### config.mk
export PLATFORM = sky130hd
export DESIGN_NAME = muldiv_hilo
export DESIGN_NICKNAME = d
export VERILOG_FILES = /design/src/rtl/muldiv_pkg.sv /design/src/rtl/muldiv_hilo_cond_neg.sv /design/src/rtl/muldiv_hilo.sv
export SDC_FILE = /design/constraint.sdc
export NUM_CORES = 1
export LEC_CHECK = 0
export CORE_MARGIN = 4
export CORE_UTILIZATION = 44
export DETAILED_ROUTE_END_ITERATION = 16
export PLACE_DENSITY_LB_ADDON = 0.05
export SYNTH_ARGS = -nofsm -noshare
export SYNTH_HDL_FRONTEND = slang
export SYNTH_SLANG_ARGS = --single-unit
export TNS_END_PERCENT = 50
### constraint.sdc
create_clock -name clk -period 6.69 [get_ports clk]
set_input_delay 1.338 -clock clk [delete_from_list [all_inputs] [get_ports clk]]
set_output_delay 1.338 -clock clk [all_outputs]
set_load 0.05 [all_outputs]
### src/rtl/muldiv_pkg.sv
// muldiv_pkg: shared definitions for the multi-cycle multiply/divide engine.
//   - op encodings presented on muldiv_hilo.op
//   - FSM state encoding
//   - iteration count and counter width
package muldiv_pkg;

  localparam int MULDIV_ITERS = 32;
  localparam int MULDIV_CNT_W = 5;

  typedef enum logic [1:0] {
    OP_MULT = 2'b00,
    OP_DIV  = 2'b01,
    OP_MTHI = 2'b10,
    OP_MTLO = 2'b11
  } muldivOp_e;

  typedef enum logic [1:0] {
    ST_IDLE = 2'b00,
    ST_CALC = 2'b01,
    ST_FIX  = 2'b10
  } muldivState_e;

endpackage

### src/rtl/muldiv_hilo_cond_neg.sv
// cond_neg: conditional two's-complement negate, out = neg ? -in : in.
// Ports:
//   in   [W-1:0]  value to pass through or negate
//   neg           1 = negate
//   out  [W-1:0]  result
module cond_neg #(
  parameter int W = 32
) (
  input  logic [W-1:0] in,
  input  logic         neg,
  output logic [W-1:0] out
);

  assign out = neg ? (~in + W'(1)) : in;

endmodule

### src/rtl/muldiv_hilo.sv
// muldiv_hilo: multi-cycle multiply/divide engine owning the HI/LO registers.
// MULT is shift-add and DIV is restoring division, both one bit per cycle on
// operand magnitudes, with the result signs applied in a fixup step.
// Ports:
//   clk, rst_n      clock, asynchronous active-low reset
//   start, op       request (sampled when busy=0) and operation select
//   is_signed       two's-complement operands for MULT/DIV
//   a, b            operands (a is also the MTHI/MTLO source)
//   busy            operation in flight (stall source)
//   done            one-cycle pulse when MULT/DIV updates HI/LO
//   hi, lo          architectural HI/LO registers
//   dbz             divide-by-zero pulse (only with MULDIV_DBZ_EN)
// Build option: define MULDIV_DBZ_EN to short-circuit DIV by zero in one
// cycle and raise dbz; otherwise it runs the full algorithm.
module muldiv_hilo
  import muldiv_pkg::*;
#(
  parameter int WIDTH = 32
) (
  input  logic             clk,
  input  logic             rst_n,
  input  logic             start,
  input  logic [1:0]       op,
  input  logic             is_signed,
  input  logic [WIDTH-1:0] a,
  input  logic [WIDTH-1:0] b,
  output logic             busy,
  output logic             done,
  output logic [WIDTH-1:0] hi,
  output logic [WIDTH-1:0] lo
`ifdef MULDIV_DBZ_EN
  ,
  output logic             dbz
`endif
);

  localparam int W2 = 2 * WIDTH;
  localparam logic [MULDIV_CNT_W-1:0] LAST_ITER = MULDIV_CNT_W'(MULDIV_ITERS - 1);

  muldivState_e            state;
  logic [MULDIV_CNT_W-1:0] cnt;
  logic                    fixStage;
  logic                    dbzPend;

  logic [W2-1:0]    acc;
  logic [WIDTH-1:0] bReg;
  logic             isDiv, negRes, negRem;
  logic [WIDTH-1:0] fixHi, fixLo;

  logic sa, sb, accept, dbzHit, startCalc;
  logic [WIDTH-1:0] aMag, bMag;

  assign sa = is_signed & a[WIDTH-1];
  assign sb = is_signed & b[WIDTH-1];

  assign accept = (state == ST_IDLE) && start && !busy &&
                  ((op == OP_MULT) || (op == OP_DIV));
`ifdef MULDIV_DBZ_EN
  assign dbzHit = (op == OP_DIV) && (b == '0);
`else
  assign dbzHit = 1'b0;
`endif
  assign startCalc = accept && !dbzHit;

  cond_neg #(.W(WIDTH)) uNegA (.in(a), .neg(sa), .out(aMag));
  cond_neg #(.W(WIDTH)) uNegB (.in(b), .neg(sb), .out(bMag));

  // Shift-add step: acc = {partial product, unconsumed multiplier bits}.
  logic [WIDTH:0] mulSum;
  logic [W2-1:0]  mulNext;
  assign mulSum  = {1'b0, acc[W2-1:WIDTH]} + {1'b0, (acc[0] ? bReg : '0)};
  assign mulNext = {mulSum, acc[WIDTH-1:1]};

  // Restoring step: acc = {partial remainder, dividend/quotient bits}.
  // The shifted remainder is < 2*divisor, so 33 bits hold the trial.
  logic [W2:0]    divShift;
  logic [WIDTH:0] divTrial;
  logic [W2-1:0]  divNext;
  assign divShift = {acc, 1'b0};
  assign divTrial = divShift[W2:WIDTH] - {1'b0, bReg};
  assign divNext  = divTrial[WIDTH] ? divShift[W2-1:0]
                                    : {divTrial[WIDTH-1:0], divShift[WIDTH-1:1], 1'b1};

  logic [W2-1:0]    prodFix;
  logic [WIDTH-1:0] quoFix, remFix;
  cond_neg #(.W(W2))    uNegProd (.in(acc),              .neg(negRes), .out(prodFix));
  cond_neg #(.W(WIDTH)) uNegQuo  (.in(acc[WIDTH-1:0]),   .neg(negRes), .out(quoFix));
  cond_neg #(.W(WIDTH)) uNegRem  (.in(acc[W2-1:WIDTH]),  .neg(negRem), .out(remFix));

  // ---- control and architectural HI/LO ----
  always_ff @(posedge clk or negedge rst_n) begin
    if (!rst_n) begin
      state    <= ST_IDLE;
      cnt      <= '0;
      fixStage <= 1'b0;
      dbzPend  <= 1'b0;
      busy     <= 1'b0;
      done     <= 1'b0;
      hi       <= '0;
      lo       <= '0;
`ifdef MULDIV_DBZ_EN
      dbz      <= 1'b0;
`endif
    end else begin
      done <= 1'b0;
`ifdef MULDIV_DBZ_EN
      dbz  <= 1'b0;
`endif
      unique case (state)
        ST_IDLE: begin
          if (dbzPend) begin
            dbzPend <= 1'b0;
            busy    <= 1'b0;
            done    <= 1'b1;
`ifdef MULDIV_DBZ_EN
            dbz     <= 1'b1;
`endif
          end else if (startCalc) begin
            state <= ST_CALC;
            busy  <= 1'b1;
            cnt   <= '0;
          end else if (accept) begin
            // DIV by zero: one busy cycle, then done+dbz, HI/LO untouched.
            busy    <= 1'b1;
            dbzPend <= 1'b1;
          end else if (start && !busy && (op == OP_MTHI)) begin
            hi <= a;
          end else if (start && !busy && (op == OP_MTLO)) begin
            lo <= a;
          end
        end
        ST_CALC: begin
          cnt <= cnt + 1'b1;
          if (cnt == LAST_ITER) begin
            state    <= ST_FIX;
            fixStage <= 1'b0;
          end
        end
        ST_FIX: begin
          // First FIX cycle registers the sign-corrected result, second commits.
          if (!fixStage) begin
            fixStage <= 1'b1;
          end else begin
            state <= ST_IDLE;
            busy  <= 1'b0;
            done  <= 1'b1;
            hi    <= fixHi;
            lo    <= fixLo;
          end
        end
        default: state <= ST_IDLE;
      endcase
    end
  end

  // ---- iteration datapath ----
  always_ff @(posedge clk) begin
    if (startCalc) begin
      acc    <= {{WIDTH{1'b0}}, aMag};
      bReg   <= bMag;
      isDiv  <= (op == OP_DIV);
      negRes <= sa ^ sb;
      negRem <= sa;
    end else if (state == ST_CALC) begin
      acc <= isDiv ? divNext : mulNext;
    end
    // ---- fixup register ----
    if ((state == ST_FIX) && !fixStage) begin
      fixHi <= isDiv ? remFix : prodFix[W2-1:WIDTH];
      fixLo <= isDiv ? quoFix : prodFix[WIDTH-1:0];
    end
  end

endmodule

# Word level (Yosys, flattened, before mapping)
# Cells that the tools add are included.
# op_classes
add_sub_neg,8
eq_ne,13
n_mux,34
bitwise,8
n_reduce_logical,22
# op_table
operator,count
2-to-1 mux 32 bit,16
2-to-1 mux 64 bit,3
"adder 32 x 1 -> 32 bit, second input constant",4
NOT 32 bit,4
case mux 32 bit (2 select lines),2
"adder 64 x 1 -> 64 bit, second input constant",1
NOT 64 bit,1
adder 32 x 32 -> 33 bit,1
subtractor 33 x 32 -> 33 bit,1
"inequality test 2 bit, second input constant",5
case mux 5 bit (2 select lines),1
nonzero test 2 bit,4
logical AND 1 bit,7
"== test 2 bit, second input constant",3
2-to-1 mux 2 bit,3
case mux 2 bit (3 select lines),1
AND reduction 3 bit,2
"adder 5 x 1 -> 5 bit, second input constant",1
"== test 5 bit, second input constant",1
2-to-1 mux 1 bit,5
2-to-1 mux 5 bit,1
AND reduction 5 bit,1
"== test 2 x 1 -> 1 bit, second input constant",2
logical NOT 2 bit,2
other kinds (8),13
# totals
register_bits,237
inputBits,70
out_inout_bits,66
word_cells,100

# Longest topological paths before layout
# Gate-level depths: netlist of the first run.
# logic_depth
depth_word,7
depth_mapped,15
depth_no_buf,13

# Cells and area by module
# Synthesis of the first run repeated with hierarchy kept, for this count alone.
# hier_totals
cells_unflattened,2023
area_unflattened_um2,18763.0
# by_module_without_submodules
mod,n_inst,cells_each,area_per_inst_um2,seq_area_each_um2
muldiv_hilo,1,1421,14005.9,6426.2
cond_neg at uNegA ...,4,99,777.0,0.0
cond_neg at uNegProd,1,206,1649.1,0.0

# Least setup slack after synthesis of the first run
# Ideal clock, no wire load.
# synth_timing
path_kind,flip-flop to flip-flop
from,register state[0]
to,"register fixHi[0], enable pin"
setup_time_ns,0.488
arrival_time_ns,3.569
required_time_ns,6.202
slack_ns,2.634
path_stages_with_launch,5
path_buffers,2
synth_period_minus_slack_ns,4.056
path_cell_list,dfrtp_1 clkbuf_1 nand2b_1 clkbuf_1 nor2_1
# synth_between
elab_chain_cells,2
# synth_lines
element,line,source
"start, declared",muldiv_hilo.sv:40,muldivState_e state;
"start signal, assigned",muldiv_hilo.sv:93,state <= ST_IDLE;
"start signal, assigned",muldiv_hilo.sv:119,state <= ST_CALC;
"start signal, assigned",muldiv_hilo.sv:135,state <= ST_FIX;
== test 2 bit,muldiv_hilo.sv:168,if ((state == ST_FIX) && !fixStage) begin
logical AND 1 bit,muldiv_hilo.sv:168,
"end signal, assigned",muldiv_hilo.sv:169,fixHi <= isDiv ? remFix : prodFix[W2-1:WIDTH];
"end, declared",muldiv_hilo.sv:48,"logic [WIDTH-1:0] fixHi, fixLo;"
# No other way between the ends.
# A chain may end at the register's enable or synchronous reset.

# Worst setup path after layout of the first run
# layout_timing
from,register acc[0]
to,register acc[60]
# layout_between
elab_chain_cells,3
# layout_lines
element,line,source
"start, declared",muldiv_hilo.sv:45,logic [W2-1:0] acc;
"start signal, assigned",muldiv_hilo.sv:159,"acc <= {{WIDTH{1'b0}}, aMag};"
"start signal, assigned",muldiv_hilo.sv:165,acc <= isDiv ? divNext : mulNext;
2-to-1 mux 32 bit,muldiv_hilo.sv:71,"assign mulSum = {1'b0, acc[W2-1:WIDTH]} + {1'b0, (acc[0] ? bReg : '0)};"
adder 32 x 32 -> 33 bit,muldiv_hilo.sv:71,
2-to-1 mux 64 bit,muldiv_hilo.sv:165,
# No other way between the ends.

==> impl_metrics.yaml, run 1 <==
outcome:
  status: "finished, final reports clean"
drt:
  via_count: 13300
  wirelength_microns: 43800
  via_per_inst: 5.64
  drtPass1Iterations: 7
  drc: 0
  post_drt_wl_per_cell_microns: 18.6
  drt_iter0_markers: 853
  ant_nets: 0
grt:
  overflow: 0
  grt_pass1_vias: 12700
  grt_max_degree: 68
  track_usage: 0.219
  grt_pass1_wl_microns: 69400
  antenna_found_initial: 0
die:
  die_w_microns: 197
  ioPinCount: 136
  core-area_sq_um: 34900
  rows: 68
  die_area_sq_um: 38800
  die_y_microns: 197
  initial_core_util: 0.451
placed_design:
  placed_area_sq_um: 17500
  dpl.cell_count: 2299
  io_buffers: 135
  dpl.hpwl_microns: 32700
  place_congestion: 0.893
clock_tree:
  cts_max_path_buffers: 3
  htreeDepth: 1
  cts.clk_slew.worst_paths_ps: 60
  cts_buffers: 29
  cts-resized-gates: 0
  insertion_delay_ps: 570
  ctsHoldBuffers: 0
  cts_setup_buffers: 0
  root_buffer: "clkbuf_16"
  cts_tree: "yes"
  clock_sinks: 237
finish:
  stdcell_area_sq_um: 18400
  area_growth_pct: 16.9
  diodes: 0
  nFillCells: 3313
  drive_gt1_frac: 0.0458
  multi_input_area_sq_um: 8730
  regArea_sq_um: 6430
  fin_nets: 2017
  final_cells: 2353
synth:
  synth_area_leaders: "edfxtp_1 (25%), dfrtp_1 (12%), a21oi_1 (6.8%), xnor2_1 (6.2%), ha_1 (5.6%)"
  async_flop_share: 0.312
  netlist.area_leader.share: 0.250
  synthCells: 1773
  yosysWarnings: 0
  synth_flop_cell: "edfxtp_1"
  synth_edf_count: 131
  netlist.top_cell.by_area: "edfxtp_1"
  yosys_register_bits: 237
  syn_area_sq_um: 15700
  avgSynthCellArea_sq_um: 8.87
  ys_seq_area_frac: 0.409
  synth.distinct_cells: 82
  synth_nets: 1915
worst_setup_path:
  r2r_slack_ps: 1970
  crit_fanout: 32
  worst_path_dominant_cell_family: "compound AO/OA/AOI/OAI gates"
  path_cells: "inv_1, nor2_1, ha_1, a211oi_1, o21ai_0, o311ai_1, o311ai_2, a221o_1, a41o_1, a21boi_1, or3_1, a31oi_1, a311o_1"
  r2r-start: "acc[0]"
  arrival_ps: 5160
  critPathSlowestCell: "inv_1"
  cp.required_ps: 7130
  start_kind: "flop"
  rr_worst_depth: 13
  crit_path_end_kind: "flop"
  path_buf_inv: 1
  r2r_end: "acc[60]"
  max_stage_delay_ps: 820
  criticalPathCategory: "reg -> reg"
timing:
  hold_violations: 0
  worst_slew_pin_slew_ps: 1150
  relSlewSlack: 0.236
  finalSetupViolCount: 0
  fin_crit_ps: 4720
  rsz0062_at_grt: "false"
  finalHoldWorstSlack_ps: 476
  timing.fmax_ghz: 0.212
  final_max_slew_viol_count: 0
  fin_worst_skew_ps: 13.4
  setup-tns-final_ps: 0
  fin_crit_sh: 0.705
job:
  max_cap_viol_count: 0
hold_path:
  min_path_cells: 2
  hp-class: "reg -> reg"
  hp-start: "hi[14]"
  holdPathEnd: "hi[14]"
power_and_ir_drop:
  ir_drop_uv: 291
  leakage_nw: 7.17
  power_density_nw_per_um2: 476
-- worst max-delay path by stage --
stage                        start        to  cells after the start
final                       acc[0]   acc[60]                     13
after global routing        acc[0]   acc[63]                     13
after CTS                   acc[0]   acc[60]                     13
after detailed placement     op[1]    acc[1]                      6
after global placement       op[1]    acc[1]                      6
after floorplan           state[0]  fixHi[0]                      4
-- kinds of logic (layout without fill, tap and decap cells) --
logic type / count (synthesis) / in the layout / synth area share
buffers and inverters: 155 / 280 / 0.0386
and+or+nand+nor: 546 / 546 / 0.166
muxes: 39 / 39 / 0.0249
adders and majority gates: 72 / 72 / 0.0582
xor gates and xnor gates: 172 / 172 / 0.0958
AOI/OAI and AO/OA: 552 / 552 / 0.207
DFF: 237 / 237 / 0.409
-- routing by layer --
| metal | GRT usage | share of wire | vias to the layer above |
|---|---|---|---|
| met1 | 0.314 | 0.47 | 6218 |
| met2 | 0.358 | 0.46 | 365 |
| met5 | 0 | 0 | - |
| met4 | 0.0514 | 0.022 | 0 |
| met3 | 0.0242 | 0.051 | 62 |
| li1 | - | - | 6619 |
-- cell usage in the layout, fill, tap and decap left out, drive strengths merged, types with 23 or more instances in the layout --
| cell | netlist | routed |
|---|---|---|
| nand3 | 33 | 33 |
| nor2 | 165 | 165 |
| inv | 71 | 72 |
| dfrtp | 74 | 74 |
| clkbuf | 77 | 48 |
| nor3 | 34 | 34 |
| o21ai | 172 | 172 |
| xnor2 | 111 | 111 |
| ha | 70 | 70 |
| a21o | 23 | 23 |
| xor2 | 61 | 61 |
| edfxtp | 131 | 131 |
| nand2 | 163 | 163 |
| a21oi | 213 | 213 |
| and2 | 38 | 38 |
| nand2b | 23 | 23 |
| dfxtp | 32 | 32 |
| clkdlybuf4s50 | 0 | 134 |
| mux2i | 38 | 38 |
-- worst min-delay path: cells and delay by family (launching register included) --
kind	cells	cell delay, ps
compound gates	1	60
flops	1	340
simple gates	1	40
-- metrics by stage --
step | utilization | power [W] | setup WS (ps)
global route | 0.527 | 0.00938 | 1660
global placement | 0.501 | 0.00722 | 1930
floorplan | - | 0.00591 | 2630
detailed placement | 0.501 | 0.00727 | 1890
CTS | 0.527 | 0.00879 | 2000
finish | 0.527 | 0.00876 | 1970
-- layout make-up --
cell class,instances,share of cell area
repair buffers,154,0.0811
clock inverters,6,0.00245
well taps,455,0.0310
flip-flops and latches,237,0.349
clock buffers,48,0.0467
multi-input cells,1381,0.475
inverters,72,0.0148
-- state kept, by name, indices dropped and copies added, names as in the netlist, 2 cells and up --
signal,cells
hi,32
state,2
lo,32
bReg,32
cnt,5
acc,64
fixLo,32
fixHi,32
-- cells in the mapped netlist (all sizes together) (19+ instances only) --
library cell	count
dfrtp	74
nand2b	23
mux2i	38
nand2	163
a21o	23
a211oi	20
a21oi	213
o21ai	172
nor2	165
inv	71
ha	70
clkbuf	77
xnor2	111
dfxtp	32
edfxtp	131
o31ai	19
and2	38
nor3	34
xor2	61
nand3	33
-- report_power, final --
part           switching, W  internal [W]  total, W  leakage, nW
Clock              0.000616      0.000873   0.00149        0.444
Combinational       0.00276       0.00179   0.00455         4.38
Sequential         0.000603       0.00212   0.00272         2.35
Total               0.00397       0.00479   0.00876         7.17
Power figures use the tool's default switching activity.
==> run 2, diff against run 1 <==
==> constraint.sdc (replaced) <==
create_clock -name clk -period 4.1 [get_ports clk]
set_input_delay 0.82 -clock clk [delete_from_list [all_inputs] [get_ports clk]]
set_output_delay 0.82 -clock clk [all_outputs]
set_load 0.05 [all_outputs]
==> impl_metrics.yaml, run 2 (synthesis results as in run 1) <==
drt:
  ant_nets: 0
  via_per_inst: 5.65
  drtPass1Iterations: 5
  via_count: 13400
  post_drt_wl_per_cell_microns: 18.7
  wirelength_microns: 44500
  drt_iter0_markers: 995
  drc: 0
clock_tree:
  cts_max_path_buffers: 3
  htreeDepth: 1
  clock_sinks: 237
  ctsHoldBuffers: 0
  cts_buffers: 28
  insertion_delay_ps: 580
  cts-resized-gates: 0
  cts_tree: "yes"
  root_buffer: "clkbuf_16"
  cts_setup_buffers: 0
  cts.clk_slew.worst_paths_ps: 60
placed_design:
  dpl.hpwl_microns: 33500
  io_buffers: 135
  placed_area_sq_um: 17800
  place_congestion: 0.907
  dp_slack_ps: 188
die:
  ioPinCount: 136
  core-area_sq_um: 34900
  rows: 68
  die_w_microns: 197
  die_area_sq_um: 38800
  initial_core_util: 0.451
  die_y_microns: 197
grt:
  overflow: 0
  grt_pass1_wl_microns: 70400
  antenna_found_initial: 0
  grt_max_degree: 105
  grt_pass1_vias: 12900
  track_usage: 0.222
finish:
  final_util: 0.538
  regArea_sq_um: 6430
  largest_register: "acc"
  area_growth_pct: 19.3
  stdcell_area_sq_um: 18800
  drive_gt1_frac: 0.0634
  largest_reg_flops: 64
  layout_commonest_cell: "a21oi_1"
  nFillCells: 3315
  fin_nets: 2045
  diodes: 0
  multi_input_area_sq_um: 8730
  final_cell_mix: "a21oi_1 (212), o21ai_0 (171), nor2_1 (163)"
worst_setup_path:
  crit_fanout: 7
  criticalPathCategory: "reg -> reg"
  r2r_end: "acc[58]"
  r2r-start: "acc[32]"
  path_cells: "inv_1, fa_1, nor2b_1, o211ai_1, a211o_1, a31o_2, a21oi_1, o211a_1, nor2_4, nor4b_1, buf_4, o21ai_0, a21oi_1"
  r2r_slack_ps: 140
  cp.required_ps: 4580
  max_stage_delay_ps: 630
  arrival_ps: 4450
  path_common_cell: "a21oi_1"
  rr_worst_depth: 13
  start_kind: "flop"
  crit_path_end_kind: "flop"
  critPathSlowestCell: "nor4b_1"
power_and_ir_drop:
  leakage_nw: 7.37
  ir_drop_uv: 487
  power_density_nw_per_um2: 786
timing:
  rsz0062_at_grt: "false"
  relSlewSlack: 0.256
  worst_slew_pin_slew_ps: 1110
  fin_ws_ps: 136
  timing.fmax_ghz: 0.252
  finalSetupViolCount: 0
  fin_crit_ps: 3960
  hold_violations: 0
  fin_crit_sh: 0.967
  fin_worst_skew_ps: 29.4
  final_max_slew_viol_count: 0
  setup-tns-final_ps: 0
job:
  max_cap_viol_count: 0
outcome:
  status: "finished, final reports clean"
hold_path:
  hp-class: "in -> async"
[run 2: worst max-delay path by stage]
stage                     startpoint        to  slack [ps]  depth (start not counted)
after global placement          b[2]  bReg[29]         210                         11
final                        acc[32]   acc[58]         140                         13
after global routing         acc[32]   acc[58]          10                         13
after floorplan             state[0]  fixHi[0]          40                          4
after detailed placement        b[2]  bReg[29]         190                         11
after CTS                    acc[32]   acc[58]         250                         13
[run 2: layout make-up]
cell class | count | share of cell area
multi-input combinational | 1381 | 0.465
sequential | 237 | 0.343
timing repair buffer | 183 | 0.0938
clock buffer | 35 | 0.0420
tap | 455 | 0.0304
inverter | 72 | 0.0145
clock inverter | 17 | 0.0113
[run 2: layer usage]
metal / vias to the layer above / global-route usage / part of all wire
met3: 58 / 0.0225 / 0.056
met1: 6324 / 0.314 / 0.46
met5: - / 0 / 0
met4: 0 / 0.0473 / 0.021
met2: 401 / 0.374 / 0.46
li1: 6663 / - / -
[run 2: where the power goes]
| group | total (W) | internal (W) | switching (W) | leakage (nW) |
|---|---|---|---|---|
| Sequential | 0.00432 | 0.00345 | 0.000870 | 2.35 |
| Clock | 0.00264 | 0.00162 | 0.00102 | 0.491 |
| Combinational | 0.00777 | 0.00311 | 0.00466 | 4.53 |
[run 2: worst max-delay path: cells and delay by family, from the launching register on]
family	cells	cell delay [ps]
AOI/OAI and AO/OA	7	1650
and+or+nand+nor	3	880
DFF	1	480
adders and majority gates	1	480
buffers and inverters	2	400
[run 2: stage by stage]
step / power, W / instances / hold slack, ps
floorplan: 0.00965 / 1773 / 465
detailed placement: 0.0121 / 2328 / 470
global placement: 0.0121 / 2328 / 464
CTS: 0.0148 / 2380 / 274
finish: 0.0147 / 2380 / 278
global route: 0.0158 / 2380 / 322
